File: config.mk
export PLATFORM = sky130hd
export DESIGN_NAME = uart_rx_fifo_flat
export DESIGN_NICKNAME = d
export VERILOG_FILES = /design/src/rtl/uart_rx_fifo_if.sv /design/src/rtl/uart_rx_fifo.sv /design/src/flat_wrapper.sv
export SDC_FILE = /design/constraint.sdc
export NUM_CORES = 1
export LEC_CHECK = 0
export CORE_MARGIN = 1.5
export CORE_UTILIZATION = 60
export DETAILED_ROUTE_END_ITERATION = 10
export GPL_TIMING_DRIVEN = 0
export PLACE_DENSITY = 0.79
export SLEW_MARGIN = 20
export SYNTH_ARGS = -nofsm -noshare
export SYNTH_HDL_FRONTEND = slang
export SYNTH_SLANG_ARGS = --single-unit
File: constraint.sdc
create_clock -name clock -period 4.4 [get_ports clock]
set_input_delay 0.88 -clock clock [delete_from_list [all_inputs] [get_ports clock]]
set_output_delay 0.88 -clock clock [all_outputs]
set_load 0.05 [all_outputs]
File: src/rtl/uart_rx_fifo_if.sv
// rtl/uart_rx_fifo_if.sv - byte stream handshake between the UART receiver FIFO and its consumer
interface uart_rx_fifo_if;
  logic [7:0] m_data;
  logic       m_valid;
  logic       m_ready;

  modport master (output m_data, output m_valid, input m_ready);
  modport slave  (input m_data, input m_valid, output m_ready);
endinterface

File: src/rtl/uart_rx_fifo.sv
// rtl/uart_rx_fifo.sv - UART receiver (8N1, or 8E1 with UART_RX_PARITY_EN) feeding a first-word-fall-through byte FIFO
module uart_rx_fifo #(
  parameter int CPB   = 434,
  parameter int DEPTH = 8
) (
  input  logic                     clock,
  input  logic                     rst,
  input  logic                     rx,
  uart_rx_fifo_if.master           m,
  output logic [$clog2(DEPTH):0]   count,
  output logic                     frame_err,
  output logic                     par_err,
  output logic                     overrun
);

  localparam int CCW = $clog2(CPB);
  localparam int AW  = $clog2(DEPTH);
  localparam int NW  = AW + 1;
  localparam logic [CCW-1:0] CLK_LAST = CCW'(CPB - 1);
  localparam logic [CCW-1:0] CLK_HALF = CCW'(CPB / 2 - 1);

  typedef enum logic [2:0] {
    S_IDLE,
    S_START,
    S_DATA,
`ifdef UART_RX_PARITY_EN
    S_PARITY,
`endif
    S_STOP,
    S_WAIT_IDLE
  } state_t;

  logic           rx_meta_q, rx_s_q;
  state_t         state_q, state_d;
  logic [CCW-1:0] cnt_clk_q, cnt_clk_d;
  logic [2:0]     cnt_bit_q, cnt_bit_d;
  logic [7:0]     shreg_q, shreg_d;
  logic           push_q, push_d;
  logic           frame_err_q, frame_err_d;
  logic           bit_end;
`ifdef UART_RX_PARITY_EN
  logic           par_bad_q, par_bad_d;
  logic           par_err_q, par_err_d;
`endif

  logic [7:0]     mem_q [DEPTH];
  logic [AW-1:0]  wr_ptr_q, rd_ptr_q, rd_next;
  logic [NW-1:0]  count_q, count_d;
  logic           m_valid_q, overrun_q;
  logic [7:0]     m_data_q, head_d;
  logic           do_push, do_pop;

  always_ff @(posedge clock) begin
    if (rst) begin
      rx_meta_q   <= 1'b1;
      rx_s_q      <= 1'b1;
      state_q     <= S_IDLE;
      cnt_clk_q   <= '0;
      cnt_bit_q   <= '0;
      shreg_q     <= '0;
      push_q      <= 1'b0;
      frame_err_q <= 1'b0;
`ifdef UART_RX_PARITY_EN
      par_bad_q   <= 1'b0;
      par_err_q   <= 1'b0;
`endif
    end else begin
      rx_meta_q   <= rx;
      rx_s_q      <= rx_meta_q;
      state_q     <= state_d;
      cnt_clk_q   <= cnt_clk_d;
      cnt_bit_q   <= cnt_bit_d;
      shreg_q     <= shreg_d;
      push_q      <= push_d;
      frame_err_q <= frame_err_d;
`ifdef UART_RX_PARITY_EN
      par_bad_q   <= par_bad_d;
      par_err_q   <= par_err_d;
`endif
    end
  end

  assign bit_end = (cnt_clk_q == CLK_LAST);

  always_comb begin
    state_d     = state_q;
    cnt_clk_d   = cnt_clk_q;
    cnt_bit_d   = cnt_bit_q;
    shreg_d     = shreg_q;
    push_d      = 1'b0;
    frame_err_d = 1'b0;
`ifdef UART_RX_PARITY_EN
    par_bad_d   = par_bad_q;
    par_err_d   = 1'b0;
`endif
    case (state_q)
      S_IDLE: begin
        cnt_clk_d = '0;
        if (!rx_s_q) state_d = S_START;
      end
      S_START: begin
        if (cnt_clk_q == CLK_HALF) begin
          cnt_clk_d = '0;
          if (rx_s_q) begin
            state_d = S_IDLE;
          end else begin
            state_d   = S_DATA;
            cnt_bit_d = '0;
`ifdef UART_RX_PARITY_EN
            par_bad_d = 1'b0;
`endif
          end
        end else begin
          cnt_clk_d = cnt_clk_q + 1'b1;
        end
      end
      S_DATA: begin
        if (bit_end) begin
          shreg_d   = {rx_s_q, shreg_q[7:1]};
          cnt_clk_d = '0;
          cnt_bit_d = cnt_bit_q + 3'd1;
          if (cnt_bit_q == 3'd7) begin
`ifdef UART_RX_PARITY_EN
            state_d = S_PARITY;
`else
            state_d = S_STOP;
`endif
          end
        end else begin
          cnt_clk_d = cnt_clk_q + 1'b1;
        end
      end
`ifdef UART_RX_PARITY_EN
      S_PARITY: begin
        if (bit_end) begin
          cnt_clk_d = '0;
          par_bad_d = ^shreg_q ^ rx_s_q;
          state_d   = S_STOP;
        end else begin
          cnt_clk_d = cnt_clk_q + 1'b1;
        end
      end
`endif
      S_STOP: begin
        if (bit_end) begin
          cnt_clk_d = '0;
          if (!rx_s_q) begin
            frame_err_d = 1'b1;
            state_d     = S_WAIT_IDLE;
`ifdef UART_RX_PARITY_EN
          end else if (par_bad_q) begin
            par_err_d = 1'b1;
            state_d   = S_IDLE;
`endif
          end else begin
            push_d  = 1'b1;
            state_d = S_IDLE;
          end
        end else begin
          cnt_clk_d = cnt_clk_q + 1'b1;
        end
      end
      S_WAIT_IDLE: begin
        if (rx_s_q) state_d = S_IDLE;
      end
      default: state_d = S_IDLE;
    endcase
  end

  // shreg_q is stable for at least half a bit after STOP, so the registered push can still use it
  always_comb begin
    do_pop  = m_valid_q & m.m_ready;
    do_push = push_q & ((count_q != NW'(DEPTH)) | do_pop);
    rd_next = rd_ptr_q + AW'(do_pop);
    count_d = count_q + NW'(do_push) - NW'(do_pop);
    head_d  = (do_push && (count_q == NW'(do_pop))) ? shreg_q : mem_q[rd_next];
  end

  always_ff @(posedge clock) begin
    if (do_push) mem_q[wr_ptr_q] <= shreg_q;
  end

  always_ff @(posedge clock) begin
    if (rst) begin
      wr_ptr_q  <= '0;
      rd_ptr_q  <= '0;
      count_q   <= '0;
      m_valid_q <= 1'b0;
      m_data_q  <= '0;
      overrun_q <= 1'b0;
    end else begin
      if (do_push) wr_ptr_q <= wr_ptr_q + 1'b1;
      rd_ptr_q  <= rd_next;
      count_q   <= count_d;
      m_valid_q <= (count_d != '0);
      if (count_d != '0) m_data_q <= head_d;
      if (push_q && !do_push) overrun_q <= 1'b1;
    end
  end

  assign m.m_data  = m_data_q;
  assign m.m_valid = m_valid_q;
  assign count     = count_q;
  assign frame_err = frame_err_q;
  assign overrun   = overrun_q;
`ifdef UART_RX_PARITY_EN
  assign par_err   = par_err_q;
`else
  assign par_err   = 1'b0;
`endif

endmodule

File: src/flat_wrapper.sv
// flat-port wrapper written by rule: the top's interface ports become plain ports
module uart_rx_fifo_flat 
#(
  parameter int CPB   = 434,
  parameter int DEPTH = 8
)
  (clock, rst, rx, count, frame_err, par_err, overrun, m_m_data, m_m_valid, m_m_ready);
  uart_rx_fifo_if m_i ();
  input  logic clock;
  input  logic rst;
  input  logic rx;
  output logic [$clog2(DEPTH):0] count;
  output logic frame_err;
  output logic par_err;
  output logic overrun;
  output wire logic [$bits(m_i.m_data)-1:0] m_m_data;
  output wire logic [$bits(m_i.m_valid)-1:0] m_m_valid;
  input wire logic [$bits(m_i.m_ready)-1:0] m_m_ready;
  assign m_m_data = m_i.m_data;
  assign m_m_valid = m_i.m_valid;
  assign m_i.m_ready = m_m_ready;
  uart_rx_fifo #(.CPB(CPB), .DEPTH(DEPTH)) u_core (.clock(clock), .rst(rst), .rx(rx), .m(m_i), .count(count), .frame_err(frame_err), .par_err(par_err), .overrun(overrun));
endmodule
==> results of run 1 <==
## sequential cells by signal, indices dropped and copies added (netlist names), 4 cells and up
signal	cells
u_core.cnt_clk_q	9
u_core.count	4
u_core.m.m_data	8
u_core.mem_q	64
u_core.shreg_q	8
## stage by stage
stage,hold WS (ns),cell area (sq um),worst slack (ns),total power [W]
finish,0.420,5220,1.07,0.00258
global route,0.440,5220,0.773,0.00270
CTS,0.425,5220,1.06,0.00259
detailed placement,0.404,5040,0.766,0.00204
global placement,0.398,5030,0.847,0.00202
floorplan,0.389,4730,1.17,0.00182
## cells by family (layout without fill, tap and decap cells)
group / after synthesis / count (layout)
AND/OR/NAND/NOR: 135 / 135
flip-flops: 111 / 111
AO/OA/AOI/OAI: 48 / 48
buffers and inverters: 29 / 62
multiplexers: 24 / 24
adder cells (fa/ha/maj): 13 / 13
XOR/XNOR: 7 / 7
other: 1 / 1
## area by class of cell
| type | count | share of cell area (%) |
|---|---|---|
| sequential | 111 | 54.9 |
| multi-input combinational | 228 | 33.2 |
| timing repair buffer | 17 | 3.26 |
| clock buffer | 10 | 2.64 |
| tap | 102 | 2.45 |
| buffer | 14 | 1.63 |
| inverter | 15 | 1.08 |
| clock inverter | 6 | 0.863 |
## final timing paths
| kind | to | slack [ns] | startpoint | cells past startpoint |
|---|---|---|---|---|
| max | u_core.m.m_data[7]$_SDFFE_PP0P_ | 1.07 | u_core.count[2]$_SDFF_PP0_ | 14 |
| min | u_core.rx_s_q$_SDFF_PP1_ | 0.42 | u_core.rx_meta_q$_SDFF_PP1_ | 1 |
| max reg2reg | u_core.m.m_data[7]$_SDFFE_PP0P_ | 1.07 | u_core.count[2]$_SDFF_PP0_ | 14 |
| min reg2reg | u_core.rx_s_q$_SDFF_PP1_ | 0.42 | u_core.rx_meta_q$_SDFF_PP1_ | 1 |
## metal layers
metal	routed length, microns	global-route usage (%)
met4	168	8.46
met5	0	0
met1	4070	31.3
met2	4680	40.4
met3	434	3.81
## critical path, stage by stage (launching register included)
cell and delay (ns):
dfxtp_1 0.35, inv_1 0.07, ha_1 0.21, nor2b_1 0.15
nand2_1 0.09, nand2_1 0.09, inv_1 0.15, ha_1 0.23
inv_1 0.07, fa_1 0.38, xnor2_1 0.30, a2111oi_2 0.13
nor4b_2 0.78, nand2_1 0.14, o2111ai_1 0.12
## power groups by stage
stage,clock (W),sequential [W],combinational (W)
4_1_cts,0.000567,0.00119,0.000835
5_1_grt,0.000606,0.00119,0.000896
2_1_floorplan,0,0.00139,0.000437
3_3_place_gp,0,0.00120,0.000816
6_report,0.000558,0.00119,0.000838
3_5_place_dp,0,0.00121,0.000831
## cells in the final DEF, fill, tap and decap left out, drive strengths merged, types with 10 or more instances in the layout
cell type / netlist / routed
nand3: 24 / 24
dfxtp: 47 / 47
clkbuf: 4 / 14
clkdlybuf4s50: 0 / 17
mux4: 15 / 15
inv: 15 / 16
o21ai: 10 / 10
a21oi: 11 / 11
ha: 12 / 12
nand2: 29 / 29
buf: 10 / 10
edfxtp: 64 / 64
nor2: 36 / 36
==> results.cfg, run 1 <==
[run_status]
status = completed

[finish]
final_cells = 503
seqCellArea_sq_um = 2860
diodes = 0
drive_gt1_share_pct = 13.2
utilization_pct = 67.9
nets = 413
area_growth_pct = 10.4
multi_input_area_sq_um = 1730
fillers = 542

[setup_path]
start_kind = register
end_kind = register
critPathKind = reg2reg
crit_fanout = 8
cp_data_required_time_ns = 4.68
critPathArrivalTime_ns = 3.62

[global_route]
grt_start_max_net_pins = 19
first_global_vias = 3056
antenna_found_initial = 0
track_usage_pct = 23.8
overflow = 0
grt_pass1_wl_mm = 15.1

[logic_synthesis]
synth-simple-area-share_pct = 14.8
yosysSeqAreaShare_pct = 60.5
synth_xor_area_share_pct = 1.30
ys_types = 59
synth_edf_count = 64
synth_top_family_by_area = simple AND/OR/NAND/NOR gates
syn-cell-area_sq_um = 4730
synth_nets = 385
ys_warn_count = 0
ys_ff_latch = 111
yosysTopAreaCellShare_pct = 40.6
yosys.area.top_type = edfxtp_1
netlist_instances = 368
synth.area.top_cells = edfxtp_1 (41%), dfxtp_1 (20%), mux4_2 (5.7%)
synth.most_common_cell = edfxtp_1
synthAdderAreaFrac_pct = 3.60
synth_compound_area_share_pct = 7.41
synthArstFlopShare_pct = 0
ys.flop_type = edfxtp_1
synthMuxAreaShare_pct = 9.29
synthTopCellsByCount = edfxtp_1 (64), dfxtp_1 (47), nor2_1 (35)
avgSynthCellArea_sq_um = 12.8

[placement]
place_congestion = 0.832
port_buffers = 17
placed_cells = 487
post-dp-hpwl_mm = 6.64

[power_and_ir_drop]
p_per_area_nw_per_um2 = 495
switchingPower_w = 0.000890
switching_share_pct = 34.5
seqPwrFrac_pct = 45.9
irDropWorstVdd_mv = 0.174
power.share.clock_pct = 21.6
p_leak_nw = 1.79
p_comb_share_pct = 32.4
p_int_w = 0.00169

[route]
drc = 0
routed_wl_mm = 9.36
vias_per_cell = 6.03
drtPass1Iterations = 5
vias = 3035
drt-initial-drc-count = 271
ant_nets = 0
wl_per_cell_microns = 18.6

[cts]
clk_latency_ns = 0.36
cts_hold_buf = 0
cts_made_buffers = 9
cts_tree = built
clockBufferDepth = 2
clk_pin_slew_worst_paths_ns = 0.10
root_buffer = clkbuf_8
htree_levels = 3
cts.sinks = 111
postCtsSetupBuffers = 0
cts_resized = 0

[timing]
slew_headroom_pct = 37.2
clock_skew_ns = 0.0140
finalCritPeriodShare_pct = 75.8
max_freq_mhz = 300
timing.final.crit_period_ns = 3.34
drv_slew = 0
tightest_slew_ns = 0.934
finalSetupTns_ns = 0
rsz0062_at_grt = false
setup_viol = 0
hold_viol_final = 0

[die]
die_w_microns = 91.8
die_h_microns = 91.8
start_util_pct = 61.5
rows = 32
die_area_sq_um = 8420
core-area_sq_um = 7690
ios = 20

[run]
cap_violations = 0

[worst_hold_path]
holdCritPathClass = reg2reg
(Power assumes the default switching activity.)
==> inputs of run 2 (changes only) <==
--- a/config.mk
+++ b/config.mk
@@ -6,10 +6,10 @@
 export NUM_CORES = 1
 export LEC_CHECK = 0
 export CORE_MARGIN = 1.5
-export CORE_UTILIZATION = 60
+export CORE_UTILIZATION = 54
 export DETAILED_ROUTE_END_ITERATION = 10
 export GPL_TIMING_DRIVEN = 0
-export PLACE_DENSITY = 0.79
+export PLACE_DENSITY = 0.75
 export SLEW_MARGIN = 20
 export SYNTH_ARGS = -nofsm -noshare
 export SYNTH_HDL_FRONTEND = slang
==> constraint.sdc (replaced) <==
create_clock -name clock -period 2.7 [get_ports clock]
set_input_delay 0.54 -clock clock [delete_from_list [all_inputs] [get_ports clock]]
set_output_delay 0.54 -clock clock [all_outputs]
set_load 0.05 [all_outputs]
==> run 2 against run 1 <==
The flow now finishes with violations (negative setup slack). First-iteration DRC count down 39%. Sequential power is 64% higher. Largest power group unchanged. Hold slack improved by 0.0051 ns. Flip-flop and latch count stayed put. Via count shrank 0.79%. Final area increased by 4.9%. Worst setup slack got worse by 1.2 ns. Clock power increased by 66%. Die area grew 11%. Utilization is 2.2 points lower. Count of clock-buffer cells in the layout unchanged. Cell count rose by 2.0%.
==> results.cfg, run 2 (synthesis gave the netlist of run 1 again) <==
[power_and_ir_drop]
p_leak_nw = 1.88
irDropWorstVdd_mv = 0.347
finalPower_w = 0.00455
p_per_area_nw_per_um2 = 831

[run_status]
violations = negative setup slack
status = finished, violations left

[die]
die_area_sq_um = 9330
die_h_microns = 96.6
die_w_microns = 96.6
start_util_pct = 56.7
rows = 33
ios = 20
core-area_sq_um = 8340

[route]
drc = 0
ant_nets = 0
drtPass1Iterations = 5
vias_per_cell = 5.87
routed_wl_mm = 9.35
wl_per_cell_microns = 18.2
vias = 3011
drt-initial-drc-count = 165

[setup_path]
critPathArrivalTime_ns = 3.09
crit_buf_inv = 4
ff2ff_path_depth = 15
cp_data_required_time_ns = 2.99
r2r_slack_ns = -0.1
start_kind = register
critPathTopFamily = simple AND/OR/NAND/NOR gates
cp_cell_sequence = inv_4 -> ha_4 -> nor2b_4 -> nand2_2 -> nand2_4 -> inv_4 -> ha_4 -> inv_2 -> fa_2 -> nand3b_1 -> a2111oi_4 -> buf_4 -> nor4b_4 -> nand2_1 -> o2111ai_2
critPathKind = reg2reg
slowest_delay_ns = 0.46
end_kind = register
slowest_stage = fa_2
r2r_start = u_core.count[2]$_SDFF_PP0_
crit_fanout = 8
r2r-end = u_core.m.m_data[1]$_SDFFE_PP0P_

[timing]
tightest_slew_ns = 1.00
rsz0062_at_grt = true
setup_viol = 5
finalCritPeriodShare_pct = 104
slew_headroom_pct = 32.6
timing.final.crit_period_ns = 2.80
max_freq_mhz = 357
clock_skew_ns = 0.0161
fin_ws_ns = -0.0989
hold_viol_final = 0
drv_slew = 0

[run]
cap_violations = 0

[finish]
drive_gt1_share_pct = 21.1
largest_reg_flops = 64
largestRegisters = u_core.mem_q (64), u_core.cnt_clk_q (9)
layout_commonest_cell = edfxtp_1
largest_register = u_core.mem_q
final_cell_mix = edfxtp_1 (64), dfxtp_1 (42), nor2_1 (34)
utilization_pct = 65.7
nets = 420
area_growth_pct = 15.8
fin_area_sq_um = 5480
diodes = 0
fillers = 627

[global_route]
grt_pass1_wl_mm = 14.8
overflow = 0
first_global_vias = 2885
antenna_found_initial = 0
track_usage_pct = 21.9
grt_start_max_net_pins = 21

[worst_hold_path]
holdCritPathClass = reg2reg
hp-start = u_core.rx_meta_q$_SDFF_PP1_
hold_depth = 1
whs_endpoint = u_core.rx_s_q$_SDFF_PP1_

[cts]
clk_pin_slew_worst_paths_ns = 0.11
cts_made_buffers = 9
clockBufferDepth = 2
cts_tree = built
root_buffer = clkbuf_8
cts.sinks = 111
clk_latency_ns = 0.38
htree_levels = 3

[placement]
placement.cell_area_sq_um = 5170
post-dp-hpwl_mm = 6.53
port_buffers = 17
place_ws_ns = -0.404
place_congestion = 0.867
[run 2: worst max path at each step]
stage	end	slack, ns	startpoint	cells after the start
floorplan	u_core.m.m_data[0]$_SDFFE_PP0P_	-0.15	m_m_ready	13
global placement	u_core.m.m_data[1]$_SDFFE_PP0P_	-0.29	m_m_ready	13
detailed placement	u_core.m.m_data[1]$_SDFFE_PP0P_	-0.40	m_m_ready	13
CTS	u_core.m.m_data[1]$_SDFFE_PP0P_	-0.07	u_core.count[2]$_SDFF_PP0_	15
global route	u_core.m.m_data[1]$_SDFFE_PP0P_	-0.19	u_core.count[2]$_SDFF_PP0_	15
finish	u_core.m.m_data[1]$_SDFFE_PP0P_	-0.1	u_core.count[2]$_SDFF_PP0_	15
[run 2: worst reg2reg max path, cell delays in order, from the launching register on]
cell and delay [ns]:
dfxtp_4 0.37, inv_4 0.07, ha_4 0.13, nor2b_4 0.14, nand2_2 0.07, nand2_4 0.08
inv_4 0.05, ha_4 0.15, inv_2 0.05, fa_2 0.46, nand3b_1 0.16, a2111oi_4 0.06
buf_4 0.17, nor4b_4 0.46, nand2_1 0.17, o2111ai_2 0.12
[run 2: metal layers]
metal / part of all wire, % / GRT usage [%] / up-vias
met1: 45 / 29.2 / 1486
met2: 49 / 35.9 / 58
met4: 2.2 / 9.54 / 0
met5: 0 / 0 / -
met3: 4.0 / 3.05 / 22
li1: - / - / 1445
[run 2: report_power, final]
part | internal (W) | switching [W] | leakage (nW)
clock | 0.000354 | 0.000575 | 0.0869
combinational | 0.000704 | 0.000970 | 0.811
sequential | 0.00187 | 0.0000750 | 0.977
[run 2: final cells by class]
type                    instances  area [sq um]  share of cell area (%)
plain buffers                  14           101                    1.85
clock buffers                  10           128                    2.33
clock inverters                 6          55.1                    1.01
inverters                      15          61.3                    1.12
multi-input cells             228          1900                    34.7
flip-flops and latches        111          2870                    52.5
well taps                     105           131                    2.40
repair buffers                 24           223                    4.07
[run 2: repair_timing]
action / in CTS / in global routing
hold endpoints to repair: 0 / 0
resized for setup: 6 / 7
setup endpoints to repair: 9 / 9
pin swaps: 8 / 5
buffers inserted: 1 / 6
hold buffers: 0 / 0
[run 2: per-stage QoR]
| step | cells | TNS [ns] | hold WS, ns |
|---|---|---|---|
| floorplan | 368 | -0.930 | 0.389 |
| global placement | 490 | -2.25 | 0.395 |
| detailed placement | 490 | -2.94 | 0.415 |
| CTS | 507 | -0.335 | 0.432 |
| global route | 513 | -1.14 | 0.477 |
| finish | 513 | -0.194 | 0.426 |
==> inputs of run 3 (changes only) <==
--- a/config.mk
+++ b/config.mk
@@ -6,10 +6,10 @@
 export NUM_CORES = 1
 export LEC_CHECK = 0
 export CORE_MARGIN = 1.5
-export CORE_UTILIZATION = 54
+export CORE_UTILIZATION = 45
 export DETAILED_ROUTE_END_ITERATION = 10
 export GPL_TIMING_DRIVEN = 0
-export PLACE_DENSITY = 0.75
+export REMOVE_ABC_BUFFERS = 1
 export SLEW_MARGIN = 20
 export SYNTH_ARGS = -nofsm -noshare
 export SYNTH_HDL_FRONTEND = slang
==> run 3 against run 2 <==
The run still ends with negative setup slack left. Global-route usage fell by 5.0 points. Sequential share of layout area increased by 0.45 points. Fmax rose by 0.35%. Clock power fell by 3.8%. Non-clock buffer count down 4. Worst setup slack better by 0.0099 ns. Critical path depth up 2.
==> results.cfg, run 3 (synthesis gave the netlist of run 1 again) <==
[power_and_ir_drop]
switching_share_pct = 34.5
p_leak_nw = 1.85
p_int_w = 0.00294
p_per_area_nw_per_um2 = 827
switchingPower_w = 0.00155
power.share.clock_pct = 19.9
seqPwrFrac_pct = 43.6
irDropWorstVdd_mv = 0.481
p_comb_share_pct = 36.4

[cts]
cts.sinks = 111
htree_levels = 3
clk_latency_ns = 0.37
cts_tree = built
clk_pin_slew_worst_paths_ns = 0.10
root_buffer = clkbuf_8
cts_made_buffers = 9
clockBufferDepth = 2

[setup_path]
critPathArrivalTime_ns = 3.04
ff2ff_path_depth = 17
crit_fanout = 8
r2r-end = u_core.m.m_data[6]$_SDFFE_PP0P_
start_kind = register
r2r_slack_ns = -0.09
end_kind = register
critPathKind = reg2reg
cp_data_required_time_ns = 2.95
r2r_start = u_core.count[2]$_SDFF_PP0_

[timing]
finalCritPeriodShare_pct = 103
fin_ws_ns = -0.0890
clock_skew_ns = 0.0131
max_freq_mhz = 359
drv_slew = 0
finalSetupTns_ns = -0.289
timing.final.crit_period_ns = 2.79
setup_viol = 8
hold_viol_final = 0
rsz0062_at_grt = true
tightest_slew_ns = 0.915
slew_headroom_pct = 38.5

[die]
start_util_pct = 46.0
rows = 37
core-area_sq_um = 10300
ios = 20
die_w_microns = 106
die_area_sq_um = 11100
die_h_microns = 106

[finish]
utilization_pct = 52.7
diodes = 0
largest_reg_flops = 64
multi_input_area_sq_um = 1840
fillers = 876
seqCellArea_sq_um = 2870
drive_gt1_share_pct = 19.8
final_cell_mix = edfxtp_1 (64), dfxtp_1 (45), nor2_1 (34)
largestRegisters = u_core.mem_q (64), u_core.cnt_clk_q (9)
largest_register = u_core.mem_q
area_growth_pct = 14.6
nets = 416
layout_commonest_cell = edfxtp_1

[route]
drc = 0
vias_per_cell = 5.45
drtPass1Iterations = 4
routed_wl_mm = 8.81
vias = 2941
ant_nets = 0
drt-initial-drc-count = 141
wl_per_cell_microns = 16.3

[run]
cap_violations = 0

[worst_hold_path]
hp-start = u_core.rx_meta_q$_SDFF_PP1_
holdCritPathClass = reg2reg
whs_endpoint = u_core.rx_s_q$_SDFF_PP1_
hold_depth = 1

[global_route]
grt_start_max_net_pins = 40
track_usage_pct = 16.9
grt_pass1_wl_mm = 14.5
antenna_found_initial = 0
first_global_vias = 2804
overflow = 0

[run_status]
status = finished, violations left
violations = negative setup slack

[placement]
post-dp-hpwl_mm = 5.76
place_congestion = 0.769
port_buffers = 18
## run 3: changes by cell type in the layout (fill, tap and decap cells not counted), moves of 3 or more
cell	before	now
buf_1	3	0
buf_2	0	3
clkbuf_1	5	0
clkinv_2	0	3
dfxtp_1	42	45
nand2_4	3	0
nand3_1	21	24
nand3_2	3	0
o2111ai_1	1	5
o2111ai_2	4	0
## run 3: final cells by class
| cell class | count | share of cell area, % |
|---|---|---|
| Clock buffer | 9 | 2.29 |
| Clock inverter | 7 | 0.901 |
| Inverter | 15 | 1.09 |
| Multi-Input combinational cell | 228 | 34.0 |
| Sequential cell | 111 | 52.9 |
| Tap cell | 136 | 3.14 |
| Timing Repair Buffer | 34 | 5.64 |
## run 3: worst max-delay path, stage by stage, from the launching register on
cell	delay (ns)
dfxtp_2	0.35
inv_2	0.06
ha_4	0.15
nor2b_4	0.13
nand2_2	0.06
nand2_2	0.07
inv_4	0.08
ha_4	0.14
inv_1	0.05
fa_2	0.35
xnor2_2	0.16
buf_4	0.16
a2111oi_4	0.28
buf_4	0.20
nor4b_4	0.05
buf_6	0.17
a32oi_1	0.14
nand2_1	0.07
## run 3: timing repair
action | 4_1_cts | 5_1_grt
setup endpoints to repair | 9 | 9
hold buffers | 0 | 0
pin swaps | 3 | 7
buffers inserted | 4 | 10
resized for setup | 11 | 18
## run 3: worst max-delay path by stage
stage,startpoint,to,slack (ns),cells past startpoint
after CTS,u_core.count[2]$_SDFF_PP0_,u_core.m.m_data[6]$_SDFFE_PP0P_,-0.30,17
after detailed placement,m_m_ready,u_core.m.m_data[6]$_SDFFE_PP0P_,-1.29,13
after floorplan,u_core.count[2]$_SDFF_PP0_,u_core.m.m_data[0]$_SDFFE_PP0P_,-0.50,14
final,u_core.count[2]$_SDFF_PP0_,u_core.m.m_data[6]$_SDFFE_PP0P_,-0.09,17
after global placement,m_m_ready,u_core.m.m_data[6]$_SDFFE_PP0P_,-1.24,13
after global routing,u_core.count[2]$_SDFF_PP0_,u_core.m.m_data[6]$_SDFFE_PP0P_,-0.19,17
## run 3: power by group through the flow
stage	clock network, W	registers (W)	logic [W]
global placement	0	0.00198	0.00127
CTS	0.000922	0.00195	0.00143
detailed placement	0	0.00199	0.00128
floorplan	0	0.00227	0.000638
global route	0.000991	0.00197	0.00174
finish	0.000894	0.00196	0.00163
## run 3: routing by layer
layer	vias to the layer above	part of all wire, %	track usage, %	routed length [microns]
met3	10	3.0	3.46	262
li1	1439	-	-	-
met5	-	0	0	0
met2	44	48	26.2	4200
met1	1448	48	23.7	4220
met4	0	1.4	6.08	127
## run 3: per-stage QoR
step / power, W / std cells / instance area (sq um) / setup slack [ns] / hold slack, ns
4_1_cts: 0.00430 / 530 / 5280 / -0.297 / 0.416
6_report: 0.00448 / 540 / 5420 / -0.0890 / 0.416
5_1_grt: 0.00470 / 540 / 5420 / -0.190 / 0.433
2_1_floorplan: 0.00291 / 354 / 4640 / -0.502 / 0.389
3_3_place_gp: 0.00325 / 508 / 4990 / -1.24 / 0.395
3_5_place_dp: 0.00326 / 510 / 5020 / -1.29 / 0.392
